--- src/rtl/cprv_scoreboard.sv ---
// Register scoreboard for an in-order issue stage.
// Tracks one pending-write bit per architectural register, detects RAW/WAW
// hazards for the instruction in ID, and keeps a saturating stall-cycle count.
module cprv_scoreboard #(
  parameter int ADDR_WIDTH = 5,
  parameter int CNT_WIDTH  = 32,
  parameter int WB_BYPASS  = 1
) (
  input  logic                  clk,
  input  logic                  rst,
  input  logic                  valid_id_i,
  input  logic [ADDR_WIDTH-1:0] rs1_addr_i,
  input  logic [ADDR_WIDTH-1:0] rs2_addr_i,
  input  logic                  rs1_used_i,
  input  logic                  rs2_used_i,
  input  logic [ADDR_WIDTH-1:0] rd_addr_i,
  input  logic                  rd_en_i,
  input  logic                  ready_ex_i,
  input  logic                  wb_valid_i,
  input  logic [ADDR_WIDTH-1:0] wb_rd_addr_i,
  input  logic                  flush_i,
  output logic                  issue_ok_o,
  output logic                  issue_fire_o,
  output logic                  stall_o,
  output logic [ADDR_WIDTH:0]   pending_cnt_o,
  output logic [CNT_WIDTH-1:0]  stall_cnt_o
);

  localparam int unsigned NREG = 2 ** ADDR_WIDTH;

  localparam logic [0:0] ST_RUN   = 1'b0;
  localparam logic [0:0] ST_STALL = 1'b1;

  logic [NREG-1:0]       pend_q;
  logic [NREG-1:0]       pend_d;
  logic [NREG-1:0]       pend_eff;
  logic [NREG-1:0]       wb_mask;
  logic [NREG-1:0]       set_mask;
  logic [ADDR_WIDTH:0]   cnt_d;
  logic [ADDR_WIDTH:0]   cnt_q;
  logic [0:0]            state_q;
  logic [0:0]            state_d;
  logic [CNT_WIDTH-1:0]  stall_cnt_q;
  logic                  hazard;
  logic                  stall_cond;

  // One-hot masks for the writeback clear and the issue-time set.
  always_comb begin
    wb_mask  = '0;
    set_mask = '0;
    if (wb_valid_i)
      wb_mask[wb_rd_addr_i] = 1'b1;
    if (issue_fire_o && rd_en_i && (rd_addr_i != '0))
      set_mask[rd_addr_i] = 1'b1;
  end

  // Hazard check against pending bits, optionally bypassing this cycle's writeback.
  always_comb begin
    if (WB_BYPASS != 0)
      pend_eff = pend_q & ~wb_mask;
    else
      pend_eff = pend_q;
    hazard = (rs1_used_i & pend_eff[rs1_addr_i]) |
             (rs2_used_i & pend_eff[rs2_addr_i]) |
             (rd_en_i    & pend_eff[rd_addr_i]);
  end

  assign issue_ok_o   = valid_id_i & ~hazard & ~flush_i;
  assign issue_fire_o = issue_ok_o & ready_ex_i;
  assign stall_cond   = valid_id_i & hazard & ~flush_i;

  // Next pending vector: flush beats everything, set beats a same-register clear.
  always_comb begin
    if (flush_i)
      pend_d = '0;
    else
      pend_d = (pend_q & ~wb_mask) | set_mask;
    pend_d[0] = 1'b0;
  end

  // Popcount of the next pending vector so the count register tracks pend_q exactly.
  always_comb begin
    cnt_d = '0;
    for (int unsigned i = 0; i < NREG; i++)
      cnt_d = cnt_d + {{ADDR_WIDTH{1'b0}}, pend_d[i]};
  end

  // RUN/STALL next-state.
  always_comb begin
    state_d = state_q;
    case (state_q)
      ST_RUN:   if (stall_cond)          state_d = ST_STALL;
      ST_STALL: if (!hazard || flush_i)  state_d = ST_RUN;
      default:                           state_d = ST_RUN;
    endcase
  end

  // Pending bits and their population count.
  always_ff @(posedge clk or posedge rst) begin
    if (rst) begin
      pend_q <= '0;
      cnt_q  <= '0;
    end else begin
      pend_q <= pend_d;
      cnt_q  <= cnt_d;
    end
  end

  // FSM state register.
  always_ff @(posedge clk or posedge rst) begin
    if (rst)
      state_q <= ST_RUN;
    else
      state_q <= state_d;
  end

  // Saturating hazard-stall cycle counter.
  always_ff @(posedge clk or posedge rst) begin
    if (rst)
      stall_cnt_q <= '0;
    else if (stall_cond && (stall_cnt_q != '1))
      stall_cnt_q <= stall_cnt_q + 1'b1;
  end

  assign stall_o       = (state_q == ST_STALL);
  assign pending_cnt_o = cnt_q;
  assign stall_cnt_o   = stall_cnt_q;

endmodule

--- config.mk ---
export PLATFORM = sky130hd
export DESIGN_NAME = cprv_scoreboard
export DESIGN_NICKNAME = d
export VERILOG_FILES = /design/src/rtl/cprv_scoreboard.sv
export SDC_FILE = /design/constraint.sdc
export NUM_CORES = 1
export LEC_CHECK = 0
export BUFFER_PORTS_ARGS = -buffer_cell sky130_fd_sc_hd__buf_2
export CAP_MARGIN = 40
export CORE_MARGIN = 5
export CORE_UTILIZATION = 55
export CTS_BUF_LIST = sky130_fd_sc_hd__clkbuf_4 sky130_fd_sc_hd__clkbuf_8
export CTS_CLUSTER_DIAMETER = 50
export DETAILED_ROUTE_END_ITERATION = 8
export GPL_ROUTABILITY_DRIVEN = 0
export GPL_TIMING_DRIVEN = 0
export PLACE_DENSITY = 0.8
export REMOVE_ABC_BUFFERS = 1
export SYNTH_ARGS = -nofsm -noshare
export SYNTH_HDL_FRONTEND = slang
export SYNTH_SLANG_ARGS = --single-unit
--- constraint.sdc ---
create_clock -name clk -period 7 [get_ports clk]
set_input_delay 1.05 -clock clk [delete_from_list [all_inputs] [get_ports clk]]
set_output_delay 1.05 -clock clk [all_outputs]
set_load 0.05 [all_outputs]
==> run metrics <==
final WL=18.0 mm; Top FF cell, synth=dfrtp_1; crit path kind=primary input to flop; Fin. Hold Viols=0; RSZ-0062 raised after global routing=yes; Clk pin slew, worst setup/hold paths=0.09 ns; nets=721; die area=11700 um2; Initial DRC Count=1008; DR DRC count=1; fin crit share=1.11; Crit Path Max Fanout=9; Critical Path Max Stage Delay=0.54 ns; Num CTS Buffers=9; placed instance area=5710 um2; Syn. warnings=0; min cycle time layout=7.78 ns; layout cell share with drive strength beyond 1=0.302; Max-Cap Viols=0; Area growth syn-to-layout=26.1%; Synth Instances=577; core area=9330 um2; Max Fclk=129 MHz; vias per cell=6.96; status=finished with violations; flops & latches, synth=70; TritonCTS clock tree=yes; Longest Clk Path Bufs=2; GRT Util Overall=0.293; failing checks=design-rule violations, negative setup slack; starting density of the core=0.570; Leak=2.84 nW; Pins Over Slew Limit=0; most frequent cell on the critical path=fa_1; GRT overflow=0; WL/cell=22.7 um; DIE HEIGHT=108 um; worst min path class=flop to flop; Pwr per Cell Area=150 nW/um2; CP arrival=8.06 ns; distinct cell type count after synthesis=72; initial antenna violation count=0; I/O Buffers=69; half-perimeter wire length after placement=10.9 mm; first-pass GRT wire length=26.9 mm; slowest CP cell=fa_1; drt pass-1 iters=9; FP Rows=35; clk sinks=70; largest net degree at the start of global routing=66; vias=5530; total power=1.01 mW; final setup vio count=6; Mapped Area=5320 um2; VDD IR max=136 uV; Final WS setup=-0.781 ns; Fill cells=633; Slew Limit Headroom=0.495; startpoint types=primary input; R2R Setup Slk=-0.06 ns; Worst Clk Skew=0.0132 ns; num ports=70; H-tree depth=3; number of global-route vias before repair=5204; number of synthesized flops with an enable pin=0; die width=108 um; post-route ant nets=0; Async SR Flop Fraction=1.00; cts hold-fix bufs=0; Slew @ Worst Pin=0.752 ns; Clock Latency Late Sink=0.36 ns; Seq/Total Area, Yosys=0.329; worst path required time=7.28 ns; CP endpoint kind=flop; syn avg cell area=9.21 um2; fin area=6700 um2; n_diodes=0; CTS Root Cell=clkbuf_8
critical path: cells and delay by family:
| family | cells | cell delay [ns] |
|---|---|---|
| fa+ha+maj | 8 | 3.52 |
| compound gates | 8 | 1.93 |
| simple gates | 3 | 0.78 |
| buf+inv | 6 | 0.65 |
| xor+xnor | 1 | 0.13 |
final cells by class:
cell class | instances | area (um2) | area share
clock buffers | 9 | 124 | 0.0185
clock inverters | 7 | 81.3 | 0.0121
inverters | 36 | 138 | 0.0205
multi-input cells | 430 | 3650 | 0.545
flip-flops and latches | 70 | 1750 | 0.261
well taps | 129 | 161 | 0.0241
repair buffers | 114 | 795 | 0.119
routing by layer:
metal  vias up  share of wire  global-route usage
li1       2314              -                   -
met1      2568           0.37               0.379
met2       494           0.45               0.467
met3       154           0.12              0.0764
met4         0          0.061               0.124
met5         -              0                   0
metrics by stage:
step	cells	worst slack (ns)	hold WS, ns	TNS [ns]	util
final	795	-0.781	0.494	-3.70	0.719
after global routing	795	-0.908	0.503	-4.24	0.719
after CTS	775	-0.774	0.493	-3.57	0.689
after detailed placement	735	-2.22	0.476	-11.48	0.612
after global placement	732	-2.20	0.469	-11.68	0.606
after floorplan	534	-0.953	0.535	-4.21	-
cell usage in the layout (no fill, tap or decap), types with 6 or more instances in the layout:
cell       n
dfrtp_1   70
buf_2     65
buf_4     38
nor2_1    36
inv_1     31
o22ai_1   27
xnor2_1   26
nand2_1   23
fa_1      21
o22a_1    20
nand4_1   19
nand3_1   18
o21ai_4   15
nand2b_1  11
and3_1    11
or3_1     10
o211ai_1  10
nor3_1     9
xor2_1     9
clkbuf_8   9
o21ai_1    8
o21ai_0    8
ha_1       8
o21ai_2    7
nor2b_1    7
nand3b_1   7
mux2i_1    7
a21oi_1    7
nor4_1     6
cell usage after synthesis (5+ instances only):
library cell / n / area share
buf_2: 6 / 0.0056
o21ai_0: 20 / 0.019
o21a_1: 5 / 0.0071
o22a_1: 20 / 0.033
a21oi_1: 9 / 0.0085
buf_1: 8 / 0.0056
nand2b_1: 13 / 0.015
nand4_1: 19 / 0.022
nor2b_1: 7 / 0.0082
nand3b_1: 7 / 0.0099
dfrtp_1: 70 / 0.33
o32ai_1: 5 / 0.0082
o22ai_1: 28 / 0.033
or3_1: 12 / 0.014
and4_1: 5 / 0.0082
nor2_1: 36 / 0.025
nor4_1: 7 / 0.0082
fa_1: 23 / 0.087
nand2_1: 26 / 0.018
ha_1: 8 / 0.019
o211ai_1: 10 / 0.014
xnor2_1: 27 / 0.044
o21ai_1: 17 / 0.016
xor2_1: 9 / 0.015
nor3_1: 10 / 0.0094
nand3_1: 18 / 0.017
clkbuf_1: 29 / 0.020
and3_1: 11 / 0.013
mux2i_1: 7 / 0.013
or2_2: 5 / 0.0059
inv_1: 35 / 0.025
flip-flops by register name, summed over array words and instances, names as in the netlist:
register,flops
pend_q,31
pending_cnt_o,6
stall_cnt_o,32
stall_o,1
cell families (layout without fill, tap and decap cells):
kind of cell	after synthesis	after routing	synth area share
AND/OR/NAND/NOR	200	201	0.217
AO/OA/AOI/OAI	146	147	0.193
buffers and inverters	79	166	0.0572
flip-flops	70	70	0.329
XOR/XNOR	36	36	0.0593
adder cells (fa/ha/maj)	31	31	0.105
multiplexers	15	15	0.0386
power breakdown:
group / leakage (nW) / internal (mW) / total, mW / switching [mW]
logic: 1.76 / 0.0701 / 0.223 / 0.153
clock network: 0.106 / 0.170 / 0.351 / 0.181
registers: 0.972 / 0.416 / 0.433 / 0.0165
worst paths after layout:
kind,start,endpoint,cells after the start
min,stall_cnt_o[13],stall_cnt_o[13],1
max,wb_rd_addr_i[0],pending_cnt_o[4],26
max reg2reg,pend_q[26],pending_cnt_o[4],24
max in group asynchronous,rst,pend_q[28],3
min reg2reg,stall_cnt_o[13],stall_cnt_o[13],1
min in group asynchronous,rst,pending_cnt_o[5],2
repair_timing:
action,CTS,global route
cloned,2,0
endpoints found under the setup margin,6,6
setup buffers,22,20
pin swaps,31,18
gates resized for setup,81,21
Power figures use the tool's default switching activity.
